### config.mk
export PLATFORM = sky130hd
export DESIGN_NAME = stopwatch_run_ctrl
export DESIGN_NICKNAME = d
export VERILOG_FILES = /design/src/rtl/stopwatch_run_ctrl_pkg.sv /design/src/rtl/stopwatch_run_ctrl_tick_prescaler.sv /design/src/rtl/stopwatch_run_ctrl.sv
export SDC_FILE = /design/constraint.sdc
export NUM_CORES = 1
export LEC_CHECK = 0
export ABC_AREA = 1
export CAP_MARGIN = 10
export CORE_MARGIN = 2
export CORE_UTILIZATION = 60
export CTS_CLUSTER_SIZE = 30
export DETAILED_ROUTE_END_ITERATION = 8
export GPL_ROUTABILITY_DRIVEN = 0
export MAX_ROUTING_LAYER = met4
export PLACE_DENSITY = 0.93
export SLEW_MARGIN = 20
export SYNTH_ARGS = -nofsm -noshare
export SYNTH_HDL_FRONTEND = slang
export SYNTH_SLANG_ARGS = --single-unit
### constraint.sdc
create_clock -name clock -period 3.75 [get_ports clock]
set_input_delay 0.75 -clock clock [delete_from_list [all_inputs] [get_ports clock]]
set_output_delay 0.75 -clock clock [all_outputs]
set_load 0.005 [all_outputs]
### src/rtl/stopwatch_run_ctrl_pkg.sv
// Shared definitions for the stopwatch run controller: state encodings and defaults.
// Latency: n/a (definitions only).
// Backpressure: n/a.
package stopwatch_run_ctrl_pkg;

    typedef enum logic [1:0] {
        ST_IDLE  = 2'b00,
        ST_RUN   = 2'b01,
        ST_PAUSE = 2'b10,
        ST_DONE  = 2'b11
    } state_t;

    // 100 ms per tick at 100 MHz
    localparam int unsigned TICK_DIV_DFLT = 10_000_000;
    localparam int unsigned TICK_W_DFLT   = 24;

    // Chain has nowhere left to count in the current direction
    function automatic logic is_terminal(input logic up, input logic at_zero, input logic at_max);
        return up ? at_max : at_zero;
    endfunction

endpackage

### src/rtl/stopwatch_run_ctrl_tick_prescaler.sv
// Modulo-TICK_DIV prescaler with hold and synchronous clear; tick on the last count.
// Latency: tick is combinational from the count register, asserted while count==TICK_DIV-1 and run.
// Backpressure: none; run=0 holds the phase, clear forces zero.
module stopwatch_run_ctrl_tick_prescaler
    import stopwatch_run_ctrl_pkg::*;
#(
    parameter int unsigned TICK_DIV = TICK_DIV_DFLT,
    parameter int unsigned TICK_W   = TICK_W_DFLT
) (
    input  logic clock,
    input  logic reset,
    input  logic run,
    input  logic clear,
    output logic tick
);

    localparam logic [TICK_W-1:0] LAST = TICK_W'(TICK_DIV - 1);

    logic [TICK_W-1:0] count;

    assign tick = run && (count == LAST);

    // Count 0..TICK_DIV-1 while running, wrap exactly at LAST, hold otherwise
    always_ff @(posedge clock or negedge reset) begin
        if (!reset) begin
            count <= '0;
        end else if (clear) begin
            count <= '0;
        end else if (run) begin
            if (count == LAST) begin
                count <= '0;
            end else begin
                count <= count + TICK_W'(1);
            end
        end
    end

endmodule

### src/rtl/stopwatch_run_ctrl.sv
// Run/pause/clear FSM turning button pulses into registered enable/clr/load strobes for the BCD chain.
// Latency: button sampled at edge N -> state and strobes valid after edge N; first enable TICK_DIV cycles after start.
// Backpressure: none; buttons are single-cycle pulses, priority clr > stop > start > dir.
module stopwatch_run_ctrl
    import stopwatch_run_ctrl_pkg::*;
#(
    parameter int unsigned TICK_DIV = TICK_DIV_DFLT,
    parameter int unsigned TICK_W   = TICK_W_DFLT
) (
    input  logic       clock,
    input  logic       reset,
    input  logic       btn_start,
    input  logic       btn_stop,
    input  logic       btn_clr,
    input  logic       btn_dir,
    input  logic       at_zero,
    input  logic       at_max,
    output logic       enable,
    output logic       up,
    output logic       clr,
    output logic       load,
    output logic [1:0] state,
    output logic       done
);

    state_t state_q, state_n;
    logic   up_n, enable_n, clr_n, load_n;
    logic   tick;
    logic   terminal;

    assign terminal = is_terminal(up, at_zero, at_max);
    assign state    = state_q;

    // Prescaler runs only in RUN; IDLE keeps it at zero so a start begins a fresh period
    stopwatch_run_ctrl_tick_prescaler #(
        .TICK_DIV (TICK_DIV),
        .TICK_W   (TICK_W)
    ) u_prescaler (
        .clock (clock),
        .reset (reset),
        .run   (state_q == ST_RUN),
        .clear (btn_clr || (state_q == ST_IDLE)),
        .tick  (tick)
    );

    // Next state, direction and strobes; the highest-priority button present is the only one acted on
    always_comb begin
        state_n  = state_q;
        up_n     = up;
        enable_n = 1'b0;
        clr_n    = 1'b0;
        load_n   = 1'b0;
        if (btn_clr) begin
            state_n = ST_IDLE;
            clr_n   = up;
            load_n  = !up;
        end else begin
            case (state_q)
                ST_IDLE: begin
                    if (btn_stop) begin
                        state_n = ST_IDLE;
                    end else if (btn_start) begin
                        state_n = terminal ? ST_DONE : ST_RUN;
                    end else if (btn_dir) begin
                        up_n = !up;
                    end
                end
                ST_RUN: begin
                    if (btn_stop) begin
                        state_n = ST_PAUSE;
                    end else if (tick) begin
                        if (terminal) begin
                            state_n = ST_DONE;
                        end else begin
                            enable_n = 1'b1;
                        end
                    end
                end
                ST_PAUSE: begin
                    if (btn_stop) begin
                        state_n = ST_PAUSE;
                    end else if (btn_start) begin
                        state_n = ST_RUN;
                    end else if (btn_dir) begin
                        up_n = !up;
                    end
                end
                ST_DONE: begin
                    if (!btn_stop && !btn_start && btn_dir) begin
                        up_n = !up;
                    end
                end
                default: state_n = ST_IDLE;
            endcase
        end
    end

    // Register state, direction and all outputs; reset returns to IDLE counting up
    always_ff @(posedge clock or negedge reset) begin
        if (!reset) begin
            state_q <= ST_IDLE;
            up      <= 1'b1;
            enable  <= 1'b0;
            clr     <= 1'b0;
            load    <= 1'b0;
            done    <= 1'b0;
        end else begin
            state_q <= state_n;
            up      <= up_n;
            enable  <= enable_n;
            clr     <= clr_n;
            load    <= load_n;
            done    <= (state_n == ST_DONE);
        end
    end

endmodule

==> results.json, run 1 <==
{
  "synthesis.yosys.warnings": 0,
  "die_x_um": 63.2,
  "cts.sink_count": 31,
  "route.detailed.drc": 0,
  "finalCriticalPeriod_ps": 2340,
  "synthesis.area_per_instance_um2": 6.67,
  "route.detailed.wl_per_inst_um": 13.8,
  "clock-skew-final_ps": 11.8,
  "synth_cells": 315,
  "post_layout_nonfiller_instances": 379,
  "postRouteAntennaNets": 0,
  "die_area_um2": 3990,
  "share_of_layout_cells_above_drive_strength_1": 0.114,
  "timing.max_cap.violations": 0,
  "grt_first_pass_wirelength_mm": 9.21,
  "max_clock_freq_mhz": 428,
  "placedCellCount": 371,
  "totalPowerFinal_mw": 0.686,
  "drt_iter0_drc": 168,
  "cts_max_path_buffers": 2,
  "grt_util_all_layers": 0.302,
  "period_share": 0.623,
  "vias": 2172,
  "n_fill_cell": 270,
  "nNetsFinal": 341,
  "clkSlewWorstSetupHoldPaths_ps": 100,
  "initial_antenna_violation_count": 0,
  "core_area_um2": 3340,
  "total_of_endpoints_with_negative_setup_slack_in_the_final_report": 0,
  "clock_tree.htree_level_count": 2,
  "leakagePower_nw": 0.980,
  "synth_area_um2": 2100,
  "grt-ovfl-total": 0,
  "final_hold_viol_count": 0,
  "slew_headroom": 0.586,
  "timing.critical_path.arrival_ps": 2570,
  "cp_max_fo": 20,
  "cts-resized-gates": 0,
  "critPathMaxStageDelay_ps": 570,
  "timing.critical_path.cells": "clkdlybuf4s50_1, nor2_2, inv_2, nand2_1, xor2_1, nor2_1",
  "finalWirelength_mm": 5.22,
  "post_cts_hold_buffer_count": 0,
  "final_area_um2": 2350,
  "outcome": "finished clean",
  "timing_worst_slew_pin_value_ps": 620,
  "synth_fp_nets": 324,
  "power_density_nw_per_um2": 292,
  "worst_ir_drop_vdd_uv": 259,
  "crit_path_top_delay_cell": "sky130_fd_sc_hd__nor2_2",
  "place_ws_ps": 1090,
  "dr_wl_met2_mm": 2.29,
  "met3RoutedLength_um": 571,
  "grt_setup_unrepaired": "false",
  "first_drt_pass_iteration_count": 5,
  "root_buffer": "sky130_fd_sc_hd__clkbuf_4",
  "number_of_buffers_and_inverters_on_the_critical_path": 2,
  "row_count": 21,
  "synth_seq_area_share": 0.370,
  "critPathRequiredTime_ps": 3980,
  "worst-r2r-setup-slack_ps": 1740,
  "syn_to_final_growth_pct": 11.9,
  "pin_count_of_the_biggest_net_entering_global_routing": 32,
  "yosys_register_bits": 31,
  "route.layer.met1.wl_mm": 2.24,
  "critPathCaptureType": "register",
  "cts_buf_count": 5,
  "detailed_place_hpwl_mm": 3.87,
  "final.setup.tns_ps": 0,
  "clock_latency_ps": 340,
  "initial_core_util": 0.630,
  "cp-start-kind": "input pin",
  "n_antenna_cell": 0,
  "portBuffers": 14,
  "place_area_um2": 2280,
  "tritoncts": "done",
  "path_class": "input pin to register",
  "worst_path_dominant_cell_family": "buffers and inverters",
  "ys_types": 29,
  "grt_pass1_vias": 1992,
  "setup_ws_ps": 1410,
  "worstHoldPathType": "register to register",
  "die_h_um": 63.2,
  "design.portCount": 15,
  "topRoutingLayerUsed": "met4",
  "maxSlewViolCount": 0,
  "drt-vias-per-instance": 5.73,
  "post_cts_setup_buffers": 0
}
[metrics by stage]
step / utilization / hold slack, ps
3_5_place_dp: 0.684 / 510
2_1_floorplan: - / 454
3_3_place_gp: 0.684 / 501
5_1_grt: 0.705 / 544
4_1_cts: 0.705 / 529
6_report: 0.705 / 526
[worst register-to-register path: cells and delay by family, from the launching register on]
family                   cells  cell delay (ps)
AND/OR/NAND/NOR              6              910
flip-flops                   1              540
adder cells (fa/ha/maj)      1              350
buffers and inverters        1              100
[cells by family (layout without fill, tap and decap cells)]
kind of cell	Yosys count	in the layout	synth area share
adder cells (fa/ha/maj)	1	1	0.00595
buffers and inverters	48	66	0.0881
flip-flops	31	31	0.370
AO/OA/AOI/OAI	22	22	0.0596
AND/OR/NAND/NOR	208	208	0.456
XOR/XNOR	5	5	0.0208
[sequential cells by signal (all words and copies together) (netlist names)]
register and flops:
clr 1, done 1, enable 1, load 1, state 2, u_prescaler.count 24
up 1
[synthesized netlist by cell type]
library cell,instances,area share
sky130_fd_sc_hd__a21oi_1,2,0.0048
sky130_fd_sc_hd__a21oi_2,1,0.0042
sky130_fd_sc_hd__a22oi_1,1,0.0036
sky130_fd_sc_hd__buf_2,4,0.0095
sky130_fd_sc_hd__clkbuf_1,1,0.0018
sky130_fd_sc_hd__dfrtp_1,30,0.36
sky130_fd_sc_hd__dfstp_2,1,0.013
sky130_fd_sc_hd__ha_1,1,0.0060
sky130_fd_sc_hd__inv_1,34,0.061
sky130_fd_sc_hd__inv_2,9,0.016
sky130_fd_sc_hd__nand2_1,87,0.16
sky130_fd_sc_hd__nand2_2,5,0.015
sky130_fd_sc_hd__nand3_1,24,0.057
sky130_fd_sc_hd__nand3_2,1,0.0048
sky130_fd_sc_hd__nand4_1,24,0.071
sky130_fd_sc_hd__nor2_1,47,0.084
sky130_fd_sc_hd__nor2_2,6,0.018
sky130_fd_sc_hd__nor2_4,2,0.011
sky130_fd_sc_hd__nor3_1,6,0.014
sky130_fd_sc_hd__nor3_2,4,0.019
sky130_fd_sc_hd__nor4_1,1,0.0030
sky130_fd_sc_hd__o211ai_1,1,0.0036
sky130_fd_sc_hd__o21ai_0,12,0.029
sky130_fd_sc_hd__o21ai_1,2,0.0048
sky130_fd_sc_hd__o21bai_1,2,0.0071
sky130_fd_sc_hd__o22ai_1,1,0.0030
sky130_fd_sc_hd__or2_2,1,0.0030
sky130_fd_sc_hd__xnor2_1,1,0.0042
sky130_fd_sc_hd__xor2_1,4,0.017
[per-layer routing]
metal  global-route usage  vias to the layer above
li1                     -                     1054
met1                0.407                      969
met2                0.431                      135
met3               0.0857                       14
met4                0.122                        0
met5                    -                        -
[power breakdown]
part / total (mW) / internal [mW] / switching, mW
sequential: 0.364 / 0.352 / 0.0117
combinational: 0.0937 / 0.0428 / 0.0508
clock: 0.228 / 0.110 / 0.118
total: 0.686 / 0.505 / 0.181
[layout by cell type, fill, tap and decap left out, drive strengths merged]
cell type      instances
or2                    1
o211ai                 1
nor2                  55
a21oi                  3
xor2                   4
nand3                 25
nor3                  10
ha                     1
nand2                 92
inv                   43
clkbuf                 8
clkdlybuf4s50         14
o22ai                  1
o21bai                 2
o21ai                 14
a22oi                  1
xnor2                  1
nor4                   1
dfstp                  1
dfrtp                 30
nand4                 24
buf                    1
[final cells by class]
class | count | area [µm²] | share of cell area
multi-input cells | 236 | 1140 | 0.484
clock buffers | 8 | 68.8 | 0.0293
well taps | 46 | 57.6 | 0.0245
flip-flops and latches | 31 | 777 | 0.330
repair buffers | 15 | 148 | 0.0628
inverters | 43 | 161 | 0.0687
[path summary, 6_finish.rpt]
check                                     start                    end  cells after the start
hold / removal                               up                    clr                      2
max in group asynchronous                 reset                     up                      2
hold reg to reg                              up                    clr                      2
setup reg to reg           u_prescaler.count[0]  u_prescaler.count[18]                      8
min in group asynchronous                 reset   u_prescaler.count[5]                      2
setup / recovery                        btn_clr   u_prescaler.count[2]                      6
Power figures use the tool's default switching activity.
==> run 2: changes to the inputs <==
--- a/config.mk
+++ b/config.mk
@@ -8,12 +8,12 @@
 export ABC_AREA = 1
 export CAP_MARGIN = 10
 export CORE_MARGIN = 2
-export CORE_UTILIZATION = 60
+export CORE_UTILIZATION = 53
 export CTS_CLUSTER_SIZE = 30
 export DETAILED_ROUTE_END_ITERATION = 8
 export GPL_ROUTABILITY_DRIVEN = 0
 export MAX_ROUTING_LAYER = met4
-export PLACE_DENSITY = 0.93
+export PLACE_DENSITY = 0.88
 export SLEW_MARGIN = 20
 export SYNTH_ARGS = -nofsm -noshare
 export SYNTH_HDL_FRONTEND = slang
==> constraint.sdc (replaced) <==
create_clock -name clock -period 2.06 [get_ports clock]
set_input_delay 0.412 -clock clock [delete_from_list [all_inputs] [get_ports clock]]
set_output_delay 0.412 -clock clock [all_outputs]
set_load 0.005 [all_outputs]
==> run 2 against run 1 <==
  * Via count is 2.3% higher
  * Non-clock buffer count is 3 higher
  * Final area grew 2.1%
  * Critical path depth rose by 2
  * Worst setup slack got worse by 1200 ps
  * Register-to-register slack lost 1600 ps
  * Clock skew increased by 1.9 ps
  * Worst hold slack got worse by 21 ps
  * Sequential share of layout area fell by 0.62 points
  * Critical endpoint is now u_prescaler.count[21]
==> results.json, run 2 (synthesis results as in run 1) <==
{
  "outcome": "finished clean",
  "vias": 2222,
  "grt_util_all_layers": 0.309,
  "setup_ws_ps": 180,
  "tritoncts": "done",
  "post_cts_setup_buffers": 0,
  "max_clock_freq_mhz": 532,
  "syn_to_final_growth_pct": 14.2,
  "regMostFlops": "u_prescaler.count",
  "total_of_endpoints_with_negative_setup_slack_in_the_final_report": 0,
  "cts_buf_count": 5,
  "worst-r2r-setup-slack_ps": 180,
  "n_antenna_cell": 0,
  "post_cts_hold_buffer_count": 0,
  "mostFrequentLayoutCells": "sky130_fd_sc_hd__nand2_1, sky130_fd_sc_hd__nor2_1, sky130_fd_sc_hd__inv_1",
  "largest_register_ff_count": 24,
  "timing_worst_slew_pin_value_ps": 412,
  "design.portCount": 15,
  "die_h_um": 67.0,
  "portBuffers": 14,
  "placedCellCount": 376,
  "place_area_um2": 2310,
  "share_of_layout_cells_above_drive_strength_1": 0.125,
  "nNetsFinal": 344,
  "root_buffer": "sky130_fd_sc_hd__clkbuf_8",
  "finalWirelength_mm": 5.76,
  "timing.critical_path.arrival_ps": 2060,
  "finalCriticalPeriod_ps": 1880,
  "worst_ir_drop_vdd_uv": 386,
  "power_density_nw_per_um2": 565,
  "grt_setup_unrepaired": "false",
  "die_x_um": 67.0,
  "post_layout_nonfiller_instances": 384,
  "cp-start-kind": "register",
  "grt_pass1_vias": 2128,
  "core_area_um2": 3740,
  "postRouteAntennaNets": 0,
  "worstHoldPathType": "input pin to asynchronous set/reset pin",
  "grt_first_pass_wirelength_mm": 9.94,
  "cts.sink_count": 31,
  "clock_latency_ps": 300,
  "critPathCaptureType": "register",
  "route.detailed.drc": 0,
  "initial_core_util": 0.561,
  "cp_max_fo": 11,
  "detailed_place_hpwl_mm": 4.28,
  "clock-skew-final_ps": 13.7,
  "critPathRequiredTime_ps": 2240,
  "totalPowerFinal_mw": 1.36,
  "route.detailed.wl_per_inst_um": 15.0,
  "first_drt_pass_iteration_count": 6,
  "maxSlewViolCount": 0,
  "final.setup.tns_ps": 0,
  "drt_iter0_drc": 263,
  "row_count": 22,
  "slew_headroom": 0.726,
  "place_ws_ps": 150,
  "grt-ovfl-total": 0,
  "clock_tree.htree_level_count": 2,
  "final_area_um2": 2400,
  "initial_antenna_violation_count": 0,
  "period_share": 0.913,
  "path_class": "register to register",
  "final_util": 0.641,
  "commonest_non_fill_non_tap_cell_in_the_layout": "sky130_fd_sc_hd__nand2_1",
  "final_hold_viol_count": 0,
  "drt-vias-per-instance": 5.79,
  "pin_count_of_the_biggest_net_entering_global_routing": 32,
  "fin_hold_ws_ps": 505,
  "die_area_um2": 4480,
  "timing.max_cap.violations": 0,
  "cts_max_path_buffers": 2,
  "clkSlewWorstSetupHoldPaths_ps": 80,
  "leakagePower_nw": 1.00
}
==> run 2: what timing repair did <==
action / 4_1_cts / 5_1_grt
setup endpoints to repair: 0 / 9
gates resized for setup: 0 / 1
endpoints found under the hold margin: 0 / 0
==> run 2: final timing paths <==
check                                startpoint  cells past startpoint                     to
max                        u_prescaler.count[0]                      8  u_prescaler.count[21]
max reg2reg                u_prescaler.count[0]                      8  u_prescaler.count[21]
min                                       reset                      2  u_prescaler.count[22]
max in group asynchronous                 reset                      2                     up
min reg2reg                                  up                      2                    clr
min in group clock                           up                      2                    clr
==> run 2: layout make-up <==
cell class / count / area, µm²
fill: 334 / 1340
tap: 48 / 60.1
multi-input combinational: 236 / 1140
timing repair buffer: 18 / 170
sequential: 31 / 778
clock inverter: 1 / 5.00
clock buffer: 7 / 86.3
inverter: 43 / 161
==> run 2: where the power goes <==
group          total [mW]  switching [mW]  internal [mW]
Sequential          0.665          0.0228          0.642
Combinational       0.182          0.0990         0.0827
Clock               0.509           0.240          0.269
==> run 2: worst max-delay path, cell delays in order, from the launching register on <==
cell                      delay [ps]
sky130_fd_sc_hd__dfrtp_2         460
sky130_fd_sc_hd__ha_1            300
sky130_fd_sc_hd__nand3_2         210
sky130_fd_sc_hd__nor2_1          170
sky130_fd_sc_hd__nand3_1         140
sky130_fd_sc_hd__nand2_1         260
sky130_fd_sc_hd__inv_2           110
sky130_fd_sc_hd__nand3_1          80
sky130_fd_sc_hd__nand2_1          40
==> run 2: per-layer routing <==
metal,routed length [µm],vias to the layer above,GRT usage
met2,2550,141,0.443
met4,227,0,0.161
li1,-,1056,-
met5,0,-,-
met1,2300,991,0.396
met3,681,34,0.0861
==> run 3: changes to the inputs <==
--- a/config.mk
+++ b/config.mk
@@ -9,11 +9,13 @@
 export CAP_MARGIN = 10
 export CORE_MARGIN = 2
 export CORE_UTILIZATION = 53
+export CTS_CLUSTER_DIAMETER = 150
 export CTS_CLUSTER_SIZE = 30
 export DETAILED_ROUTE_END_ITERATION = 8
 export GPL_ROUTABILITY_DRIVEN = 0
 export MAX_ROUTING_LAYER = met4
 export PLACE_DENSITY = 0.88
+export RECOVER_POWER = 50
 export SLEW_MARGIN = 20
 export SYNTH_ARGS = -nofsm -noshare
 export SYNTH_HDL_FRONTEND = slang
==> constraint.sdc (replaced) <==
create_clock -name clock -period 2.06 [get_ports clock]
set_input_delay 0.206 -clock clock [delete_from_list [all_inputs] [get_ports clock]]
set_output_delay 0.206 -clock clock [all_outputs]
set_load 0.005 [all_outputs]
==> run 3 against run 2 <==
  * Via count is 1.4% lower
  * Wire length is 6.7% lower
  * Critical endpoint unchanged
  * Global-route usage is 3.6 points lower
  * Sequential cell count stayed put
  * Clock skew is 6.9 ps lower
  * Critical path type unchanged
  * Sequential power is 0.9% lower
==> results.json, run 3 (synthesis results as in run 1) <==
{
  "outcome": "finished clean",
  "regMostFlops": "u_prescaler.count",
  "cts_max_path_buffers": 2,
  "timing_worst_slew_pin_value_ps": 765,
  "syn_to_final_growth_pct": 15.3,
  "power_density_nw_per_um2": 608,
  "row_count": 22,
  "slew_headroom": 0.490,
  "pin_count_of_the_biggest_net_entering_global_routing": 32,
  "cts.sink_count": 31,
  "power_frac_seq": 0.447,
  "comb_power_share": 0.120,
  "switching_share": 0.246,
  "vias": 2191,
  "clock_latency_ps": 290,
  "worst_setup_path_startpoint": "u_prescaler.count[1]",
  "cts_buf_count": 5,
  "postRouteAntennaNets": 0,
  "p_int_mw": 1.11,
  "portBuffers": 14,
  "critPathCaptureType": "register",
  "route.detailed.wl_per_inst_um": 14.0,
  "commonest_non_fill_non_tap_cell_in_the_layout": "sky130_fd_sc_hd__nand2_1",
  "final_hold_viol_count": 0,
  "maxSlewViolCount": 0,
  "route.detailed.drc": 0,
  "total_of_endpoints_with_negative_setup_slack_in_the_final_report": 0,
  "die_x_um": 67.0,
  "period_share": 0.884,
  "critPathRequiredTime_ps": 2240,
  "die_area_um2": 4480,
  "drt-vias-per-instance": 5.71,
  "setup_ws_ps": 240,
  "share_of_layout_cells_above_drive_strength_1": 0.122,
  "timing.rr.start": "u_prescaler.count[1]",
  "initial_core_util": 0.561,
  "p_switching_mw": 0.363,
  "worst_ir_drop_vdd_uv": 420,
  "timing.max_cap.violations": 0,
  "min-delay-start": "btn_dir",
  "grt_util_all_layers": 0.272,
  "pwr-share-clk": 0.433,
  "first_drt_pass_iteration_count": 5,
  "place_ws_ps": 281,
  "nNetsFinal": 344,
  "cp_max_fo": 5,
  "clkSlewWorstSetupHoldPaths_ps": 70,
  "finalWirelength_mm": 5.37,
  "die_h_um": 67.0,
  "n_antenna_cell": 0,
  "max_clock_freq_mhz": 549,
  "post_cts_setup_buffers": 0,
  "largest_register_ff_count": 24,
  "clock_tree.htree_level_count": 2,
  "grt_setup_unrepaired": "false",
  "timing.critical_path.arrival_ps": 2000,
  "finalCriticalPeriod_ps": 1820,
  "final.setup.tns_ps": 0,
  "root_buffer": "sky130_fd_sc_hd__clkbuf_8",
  "final_util": 0.647,
  "path_class": "register to register",
  "grt_first_pass_wirelength_mm": 8.94,
  "clock-skew-final_ps": 6.80,
  "core_area_um2": 3740,
  "grt-ovfl-total": 0,
  "cts-resized-gates": 0,
  "n_fill_cell": 343,
  "cp-start-kind": "register",
  "drt_iter0_drc": 221,
  "grt_pass1_vias": 1960,
  "mostFrequentLayoutCells": "sky130_fd_sc_hd__nand2_1, sky130_fd_sc_hd__nor2_1, sky130_fd_sc_hd__inv_1",
  "detailed_place_hpwl_mm": 4.07,
  "design.portCount": 15,
  "post_cts_hold_buffer_count": 0,
  "initial_antenna_violation_count": 0,
  "worstHoldPathType": "input pin to register",
  "leakagePower_nw": 1.02,
  "tritoncts": "done"
}
run 3: worst paths after layout:
| kind | endpoint | slack [ps] | cells past startpoint |
|---|---|---|---|
| min in group asynchronous | u_prescaler.count[18] | 520 | 2 |
| worst min-delay path | up | 510 | 3 |
| worst max-delay path | u_prescaler.count[21] | 240 | 8 |
| worst max register to register | u_prescaler.count[21] | 240 | 8 |
| max in group asynchronous | load | 1060 | 2 |
| worst min register to register | load | 540 | 1 |
run 3: through the flow:
step	hold slack (ps)	area, µm²	instances	power, mW
6_report	510	2420	384	1.47
5_1_grt	517	2420	384	1.52
4_1_cts	329	2420	384	1.48
3_5_place_dp	501	2310	376	0.852
3_3_place_gp	504	2310	376	0.850
2_1_floorplan	-89.6	2100	315	0.751
run 3: critical path: stages, from the launching register on:
cell	delay (ps)
sky130_fd_sc_hd__dfrtp_1	430
sky130_fd_sc_hd__ha_1	310
sky130_fd_sc_hd__nand3_2	200
sky130_fd_sc_hd__nor2_1	160
sky130_fd_sc_hd__nand3_1	160
sky130_fd_sc_hd__nand2_1	240
sky130_fd_sc_hd__inv_2	90
sky130_fd_sc_hd__nand3_1	80
sky130_fd_sc_hd__nand2_1	50
run 3: layout make-up:
cell class                 instances  area, µm²  area share
sequential                        31        777       0.321
inverter                          43        161      0.0666
clock buffer                       6       82.6      0.0341
multi-input combinational        236       1140       0.470
timing repair buffer              18        168      0.0692
clock inverter                     2       35.0      0.0145
tap                               48       60.1      0.0248
run 3: power groups by stage:
stage / clock, mW / combinational (mW) / sequential [mW]
detailed placement: 0 / 0.179 / 0.673
floorplan: 0 / 0.0772 / 0.674
CTS: 0.639 / 0.179 / 0.663
finish: 0.638 / 0.177 / 0.659
global route: 0.664 / 0.196 / 0.664
global placement: 0 / 0.177 / 0.673
run 3: layer usage:
metal / share of wire / global-route usage
met1: 0.42 / 0.344
met2: 0.46 / 0.423
met3: 0.087 / 0.0608
met4: 0.032 / 0.110
met5: 0 / -
